**src/rtl/vga_pkg.sv**
```systemverilog
// Shared 640x480@60 VGA timing constants and the sync/pixel pipeline payload.
package vga_pkg;

  localparam int unsigned H_ACTIVE = 640;
  localparam int unsigned H_FRONT  = 16;
  localparam int unsigned H_SYNC   = 96;
  localparam int unsigned H_BACK   = 48;
  localparam int unsigned H_TOTAL  = H_ACTIVE + H_FRONT + H_SYNC + H_BACK;

  localparam int unsigned V_ACTIVE = 480;
  localparam int unsigned V_FRONT  = 10;
  localparam int unsigned V_SYNC   = 2;
  localparam int unsigned V_BACK   = 33;
  localparam int unsigned V_TOTAL  = V_ACTIVE + V_FRONT + V_SYNC + V_BACK;

  localparam int unsigned CNT_W = 10;

  // Per-pixel attributes travelling alongside the BRAM read
  typedef struct packed {
    logic hsync;
    logic vsync;
    logic visible;
    logic in_image;
    logic frame_start;
    logic de;
  } pipe_t;

  localparam pipe_t PIPE_IDLE = '{hsync: 1'b1, vsync: 1'b1, visible: 1'b0,
                                  in_image: 1'b0, frame_start: 1'b0, de: 1'b0};

endpackage

```
**src/rtl/vga_timing.sv**
```systemverilog
// Horizontal/vertical raster counters with raw (undelayed) sync and visible flags.
module vga_timing
  import vga_pkg::*;
#(
  parameter int unsigned H_VISIBLE = H_ACTIVE,
  parameter int unsigned V_VISIBLE = V_ACTIVE
) (
  input  logic             clock,
  input  logic             reset,
  output logic [CNT_W-1:0] hc,
  output logic [CNT_W-1:0] vc,
  output logic             hsync_raw_c,
  output logic             vsync_raw_c,
  output logic             visible_c
);

  localparam int unsigned H_LAST   = H_VISIBLE + H_FRONT + H_SYNC + H_BACK - 1;
  localparam int unsigned V_LAST   = V_VISIBLE + V_FRONT + V_SYNC + V_BACK - 1;
  localparam int unsigned HS_START = H_VISIBLE + H_FRONT;
  localparam int unsigned HS_END   = HS_START + H_SYNC;
  localparam int unsigned VS_START = V_VISIBLE + V_FRONT;
  localparam int unsigned VS_END   = VS_START + V_SYNC;

  logic [CNT_W-1:0] hc_q, hc_d;
  logic [CNT_W-1:0] vc_q, vc_d;

  always_comb begin
    hc_d = hc_q + CNT_W'(1);
    vc_d = vc_q;
    if (hc_q == CNT_W'(H_LAST)) begin
      hc_d = '0;
      vc_d = (vc_q == CNT_W'(V_LAST)) ? '0 : vc_q + CNT_W'(1);
    end
  end

  always_ff @(posedge clock) begin
    if (reset) begin
      hc_q <= '0;
      vc_q <= '0;
    end else begin
      hc_q <= hc_d;
      vc_q <= vc_d;
    end
  end

  always_comb begin
    hc          = hc_q;
    vc          = vc_q;
    hsync_raw_c = !((hc_q >= CNT_W'(HS_START)) && (hc_q < CNT_W'(HS_END)));
    vsync_raw_c = !((vc_q >= CNT_W'(VS_START)) && (vc_q < CNT_W'(VS_END)));
    visible_c   = (hc_q < CNT_W'(H_VISIBLE)) && (vc_q < CNT_W'(V_VISIBLE));
  end

endmodule

```
**src/rtl/vga_frame_reader.sv**
```systemverilog
// Scans a stored image out of a 1-cycle-latency BRAM into a centred VGA window,
// delaying syncs and flags two cycles so they line up with the pixel data.
module vga_frame_reader
  import vga_pkg::*;
#(
  parameter int unsigned H_VISIBLE     = 640,
  parameter int unsigned V_VISIBLE     = 480,
  parameter int unsigned IMG_WIDTH     = 160,
  parameter int unsigned IMG_HEIGHT    = 120,
  parameter int unsigned IMG_X0        = 240,
  parameter int unsigned IMG_Y0        = 180,
  parameter int unsigned RAM_ADDR_BITS = 15,
  parameter int unsigned PIXEL_BITS    = 12
) (
  input  logic                     clock,
  input  logic                     reset,
  input  logic                     display_enable,
  output logic                     ram_enable,
  output logic [RAM_ADDR_BITS-1:0] address,
  input  logic [PIXEL_BITS-1:0]    ram_data,
  output logic                     hsync,
  output logic                     vsync,
  output logic [PIXEL_BITS-1:0]    rgb,
  output logic                     frame_start
);

  localparam int unsigned X_END = IMG_X0 + IMG_WIDTH;
  localparam int unsigned Y_END = IMG_Y0 + IMG_HEIGHT;

  logic [CNT_W-1:0] hc, vc;
  logic             hsync_raw_c, vsync_raw_c, visible_c;
  logic             in_image_c, origin_c;

  vga_timing #(
    .H_VISIBLE(H_VISIBLE),
    .V_VISIBLE(V_VISIBLE)
  ) u_timing (
    .clock      (clock),
    .reset      (reset),
    .hc         (hc),
    .vc         (vc),
    .hsync_raw_c(hsync_raw_c),
    .vsync_raw_c(vsync_raw_c),
    .visible_c  (visible_c)
  );

  always_comb begin
    in_image_c = (hc >= CNT_W'(IMG_X0)) && (hc < CNT_W'(X_END)) &&
                 (vc >= CNT_W'(IMG_Y0)) && (vc < CNT_W'(Y_END));
    origin_c   = (hc == '0) && (vc == '0);
    ram_enable = in_image_c && !reset;
  end

  // Linear read pointer: raster order inside the window equals storage order
  logic [RAM_ADDR_BITS-1:0] ptr_q, ptr_d;

  always_comb begin
    ptr_d = ptr_q;
    if (origin_c) begin
      ptr_d = '0;
    end else if (in_image_c) begin
      ptr_d = ptr_q + RAM_ADDR_BITS'(1);
    end
  end

  assign address = ptr_q;

  // Stage 1 aligns with ram_data, stage 2 is the output register
  pipe_t                 s1_q, s1_d;
  logic                  hsync_q, hsync_d;
  logic                  vsync_q, vsync_d;
  logic                  frame_start_q, frame_start_d;
  logic [PIXEL_BITS-1:0] rgb_q, rgb_d;

  always_comb begin
    s1_d             = PIPE_IDLE;
    s1_d.hsync       = hsync_raw_c;
    s1_d.vsync       = vsync_raw_c;
    s1_d.visible     = visible_c;
    s1_d.in_image    = in_image_c;
    s1_d.frame_start = origin_c;
    s1_d.de          = display_enable;

    hsync_d       = s1_q.hsync;
    vsync_d       = s1_q.vsync;
    frame_start_d = s1_q.frame_start;
    rgb_d         = '0;
    if (s1_q.visible && s1_q.in_image && s1_q.de) begin
      rgb_d = ram_data;
    end
  end

  always_ff @(posedge clock) begin
    if (reset) begin
      ptr_q         <= '0;
      s1_q          <= PIPE_IDLE;
      hsync_q       <= 1'b1;
      vsync_q       <= 1'b1;
      frame_start_q <= 1'b0;
      rgb_q         <= '0;
    end else begin
      ptr_q         <= ptr_d;
      s1_q          <= s1_d;
      hsync_q       <= hsync_d;
      vsync_q       <= vsync_d;
      frame_start_q <= frame_start_d;
      rgb_q         <= rgb_d;
    end
  end

  assign hsync       = hsync_q;
  assign vsync       = vsync_q;
  assign frame_start = frame_start_q;
  assign rgb         = rgb_q;

endmodule

```
**config.mk**
```make
export PLATFORM = sky130hd
export DESIGN_NAME = vga_frame_reader
export DESIGN_NICKNAME = d
export VERILOG_FILES = /design/src/rtl/vga_pkg.sv /design/src/rtl/vga_timing.sv /design/src/rtl/vga_frame_reader.sv
export SDC_FILE = /design/constraint.sdc
export NUM_CORES = 1
export LEC_CHECK = 0
export ABC_CLOCK_PERIOD_IN_PS = 2300
export CORE_MARGIN = 2
export CORE_UTILIZATION = 40
export CTS_CLUSTER_DIAMETER = 200
export CTS_CLUSTER_SIZE = 30
export DETAILED_ROUTE_END_ITERATION = 10
export PLACE_DENSITY = 0.64
export SETUP_SLACK_MARGIN = 0.1
export SLEW_MARGIN = 25
export SYNTH_ARGS = -nofsm -noshare
export SYNTH_HDL_FRONTEND = slang
export SYNTH_HIERARCHICAL = 1
export SYNTH_SLANG_ARGS = --single-unit
```
**constraint.sdc**
```tcl
create_clock -name clock -period 2.3 [get_ports clock]
set_clock_uncertainty 0.15 [all_clocks]
set_input_delay 0.46 -clock clock [delete_from_list [all_inputs] [get_ports clock]]
set_output_delay 0.46 -clock clock [all_outputs]
set_load 0.03 [all_outputs]
```
=== Yosys cells after proc, flatten, opt, wreduce, memory -nomap -nowiden ===
Cells that the tools add are included.

* Equal/unequal tests: 2
* Magnitude comparators: 10
* Muxes and demuxes: 1
* Add/sub/neg operators: 3
* Reduce and logical (&&, ||, !) cells: 18
* Bitwise gates (word level): 1

{| class="wikitable"
|+ Operators with widths
! cell !! count
|-
| less-than comparator 10 x 9 -> 1 bit (second input constant) || 4
|-
| adder 10 x 1 -> 10 bit (second input constant) || 2
|-
| equality test 10 bit (second input constant) || 2
|-
| greater-or-equal comparator 10 x 8 -> 1 bit (second input constant) || 2
|-
| logical NOT 10 bit || 2
|-
| less-than comparator 10 bit (second input constant) || 2
|-
| adder 15 x 1 -> 15 bit (second input constant) || 1
|-
| greater-or-equal comparator 10 bit (second input constant) || 1
|-
| greater-or-equal comparator 10 x 9 -> 1 bit (second input constant) || 1
|-
| logical AND 1 bit || 10
|-
| 2-to-1 mux 10 bit || 1
|-
| OR reduction 2 bit || 3
|-
| logical NOT 1 bit || 3
|-
| inverter 1 bit || 1
|}

* Output and inout port bits: 31
* Bits in registers: 56
* Input port bits: 15
* Logic and storage cells: 48

=== Longest topological paths before layout ===
* Depth in word-level cells: 5
* Depth in mapped cells: 6
* Depth with buffers taken out: 6

=== Hierarchy ===
The synthesis kept the hierarchy.

{| class="wikitable"
|+ By module, submodules not included
! module !! sequential area each (um^2) !! area each (um^2) !! times used !! cells an instance
|-
| vga_frame_reader || 720.7 || 1711.6 || 1 || 198
|-
| vga_timing || 400.4 || 1043.5 || 1 || 120
|}

=== Worst setup path after synthesis ===
OpenSTA, ideal clock, no wires.

* Path type: reg2out
* From: reg u_timing.vc_q[4], in the netlist u_timing/vc[4]
* To: out ram_enable
* Stages on the path, launching flop included: 5
* Required time: 1.690 ns
* Arrival: 1.971 ns
* Buffers on the path: 1
* Path slack: -0.281 ns
* Cell sequence: dfxtp_1 -> nand4b_1 -> o22a_1 -> clkbuf_1 -> nor4_1

* Longest elaborated chain between the ends: 4
* Elaborated cells on any way between the ends: 5
* Those cells by class: order compare: 2; reduce/logical: 3

{| class="wikitable"
|+ RTL lines
! what !! RTL line !! source
|-
| start, declared || vga_timing.sv:25 || <nowiki>logic [CNT_W-1:0] vc_q, vc_d;</nowiki>
|-
| start signal, assigned || vga_timing.sv:42 || <nowiki>vc_q <= vc_d;</nowiki>
|-
| greater-or-equal comparator 10 x 8 -> 1 bit || vga_frame_reader.sv:49 || <nowiki>(vc >= CNT_W'(IMG_Y0)) && (vc < CNT_W'(Y_END));</nowiki>
|-
| logical AND 1 bit || vga_frame_reader.sv:48 || <nowiki>in_image_c = (hc >= CNT_W'(IMG_X0)) && (hc < CNT_W'(X_END)) &&</nowiki>
|-
| logical AND 1 bit (*) || vga_frame_reader.sv:49 ||
|-
| logical AND 1 bit (*) || vga_frame_reader.sv:51 || <nowiki>ram_enable = in_image_c && !reset;</nowiki>
|-
| end, declared || vga_frame_reader.sv:18 || <nowiki>output logic ram_enable,</nowiki>
|}

Mark *: on every way between the ends. The rest lies on a longest branch, timed or not.

=== Final worst setup path ===
Ends and elaborated chain as after synthesis.

==> flow_summary.ini <==
[timing]
hold_violations = 0
fin_crit_ns = 2.13
max_slew.worst_pin.slew_ns = 0.456
tns_ns = 0
fmax_ghz = 0.468
rsz0062_at_grt = true
setup_viol = 0
slew_headroom_pct = 69.1
period_share_pct = 92.8
slew_viol_final = 0
setup_ws_ns = 0.166

[worst_hold_path]
hold_class = reg -> reg
min_path_cells = 1
worstHoldEndpoint = vsync$_SDFF_PP1_
hold_start = vsync_d$_SDFF_PP1_

[worst_setup_path]
r2r_end = u_timing/vc[9]$_SDFFE_PP0N_
reg2regPathDepth = 5
critPathLaunchType = register
cp-end-kind = primary output
critPathArrivalTime_ns = 1.52
cp.required_ns = 1.69
critPathMaxFanout = 4
worst-setup-path-type = reg -> out
timing.rr.start = u_timing/hc[0]$_SDFF_PP0_
reg2reg_slack_ns = 0.22

[grt]
grt_pass1_wl_um = 10500
track_usage_pct = 17.0
grt_max_degree = 45
globalRouteOverflowTotal = 0
antenna_found_initial = 0
grt_pass1_vias = 2236

[synthesis]
netlist_area_mm2 = 0.00276
synth_seq_cells = 56
yosysUniqueCellTypes = 46
yosys_warnings = 6
synth_area_per_cell_um2 = 8.66
synth_nets = 339
yosysSeqAreaShare_pct = 40.7
synth_cells = 318

[detailed_routing]
wl_per_cell_um = 13.8
ant_nets = 0
viasPerCell = 5.42
drt-initial-drc-count = 115
drc_errors = 0
finalWirelength_um = 6280
firstDrtPassIters = 4
vias = 2467

[power]
p_comb_share_pct = 6.6
p_seq_share_pct = 59.8
ir_drop_v = 0.000313
total_power_mw = 1.64
internal_power_mw = 1.24
power_density_mw_per_mm2 = 458
cellLeakagePower_nw = 1.23
switching_power_uw = 397
switching_share_pct = 24.2
clkPwrFrac_pct = 33.5

[floorplan]
initial_utilization_pct = 41.0
fp.dieW_um = 87.0
num_rows = 30
design.die.area_mm2 = 0.00757
core_region_area_mm2 = 0.00672
ioPinCount = 46
fp.dieH_um = 87.0

[clock_tree]
cts_buffer_depth = 2
cts_max_level = 2
cts.clk_slew.worst_paths_ns = 0.10
tritoncts = done
root_buffer = clkbuf_8
clock_sinks = 56
postCtsHoldBufs = 0
clk_latency_ns = 0.31
cts_buffers = 5

[cells_and_area]
finalNonFillerCells = 455
area_growth_syn_to_layout_pct = 29.9
utilization_pct = 53.3
n_antenna_cell = 0
layout_commonest_cell = dfxtp_1
mostFrequentLayoutCells = 44 x dfxtp_1, 43 x clkdlybuf4s50_1, 36 x nor2_1
layout-drive-gt1-share_pct = 16.8
final_nets = 395

[job]
cap_violations = 0

[place]
placedCellCount = 441
port_buffers = 45
pre_cts_ws_ns = 0.187
gp_congestion = 0.809
hpwl_um = 4320

[outcome]
status = finished, final reports clean
## power groups by stage
| stage | Sequential, mW | Combinational (mW) | Clock [mW] |
|---|---|---|---|
| after global routing | 0.984 | 0.121 | 0.607 |
| after detailed placement | 1.01 | 0.108 | 0 |
| after CTS | 0.986 | 0.109 | 0.571 |
| final | 0.982 | 0.109 | 0.550 |
| after global placement | 1.01 | 0.106 | 0 |
| after floorplan | 1.01 | 0.0555 | 0 |
## layer usage
metal,GRT usage (%),up-vias,share of wire (%)
met1,24.5,1143,50
met3,3.13,7,5.5
met2,25.8,71,43
met4,4.69,0,1.2
li1,-,1246,-
met5,0,-,0
## how the worst max path moves through the flow
stage	start	end	slack, ns	cells past startpoint
after floorplan	u_timing/vc[4]$_SDFFE_PP0N_	ram_enable	0.21	4
after global placement	reset	ram_enable	0.19	3
after detailed placement	reset	rgb[7]$_SDFF_PP0_	0.19	4
after CTS	u_timing/hc[9]$_SDFF_PP0_	ram_enable	0.12	4
after global routing	u_timing/vc[4]$_SDFFE_PP0N_	ram_enable	0.06	5
final	u_timing/vc[4]$_SDFFE_PP0N_	ram_enable	0.17	5
## area by class of cell
type	instances	area, um^2
clock buffer	5	68.8
tap	80	100
fill	610	3140
inverter	8	30.0
multi-input combinational	233	1560
clock inverter	3	21.3
timing repair buffer	70	658
sequential	56	1140
## logic make-up (layout without fill, tap and decap cells)
logic type / after synthesis / in the layout / synth area share (%)
AND/OR/NAND/NOR: 151 / 151 / 31.5
adder cells (fa/ha/maj): 6 / 6 / 2.72
multiplexers: 15 / 15 / 5.45
buffers and inverters: 29 / 86 / 4.68
XOR/XNOR: 13 / 13 / 4.13
flip-flops: 56 / 56 / 40.7
AO/OA/AOI/OAI: 48 / 48 / 10.9
## repair_timing
action / 4_1_cts / 5_1_grt
pin swaps: 1 / 3
hold endpoints to repair: 0 / 0
endpoints found under the setup margin: 1 / 3
resized for setup: 12 / 13
buffers inserted: 1 / 5
## metrics by stage
| step | hold slack (ns) | cell area, um^2 |
|---|---|---|
| 2_1_floorplan | 0.239 | 2770 |
| 3_3_place_gp | 0.241 | 3370 |
| 3_5_place_dp | 0.251 | 3370 |
| 4_1_cts | 0.278 | 3500 |
| 5_1_grt | 0.286 | 3580 |
| 6_report | 0.275 | 3580 |
## critical path, cell delays in order, from the launching register on
cell and delay, ns:
dfxtp_4 0.37, buf_6 0.12, a21oi_4 0.16, o211ai_4 0.12, nor4_4 0.27, buf_6 0.17
## state kept, by name, summed over array words and instances, names as in the netlist
| signal | cells |
|---|---|
| hsync_d | 1 |
| frame_start_d | 1 |
| hsync | 1 |
| s1_q | 3 |
| address | 15 |
| vsync_d | 1 |
| frame_start | 1 |
| vsync | 1 |
| u_timing/hc | 10 |
| u_timing/vc | 10 |
| rgb | 12 |
## synth_stat cells, drive strengths merged
cell	instances	area, um^2
a211oi	1	7.51
a21oi	6	33.8
a31o	1	8.76
and2	16	100
and3	3	18.8
and3b	1	8.76
and4	4	35.0
and4b	1	10.0
buf	6	42.5
clkbuf	15	56.3
dfxtp	56	1120
ha	6	75.1
inv	8	30.0
mux2i	15	150
nand2	6	22.5
nand2b	3	18.8
nand3	12	60.1
nand4	12	75.1
nand4b	2	17.5
nor2	36	135
nor2b	15	93.8
nor3	4	20.0
nor4	21	131
nor4b	4	35.0
o2111ai	3	26.3
o211ai	1	12.5
o21a	1	7.51
o21ai	26	130
o21ba	1	10.0
o21bai	2	15.0
o22a	1	8.76
o31a	1	8.76
o31ai	4	30.0
or2	5	31.3
or3	1	7.51
or3b	1	8.76
or4	4	37.5
xnor2	8	70.1
xor2	5	43.8
No activity file was read; power rests on OpenSTA's default activity.
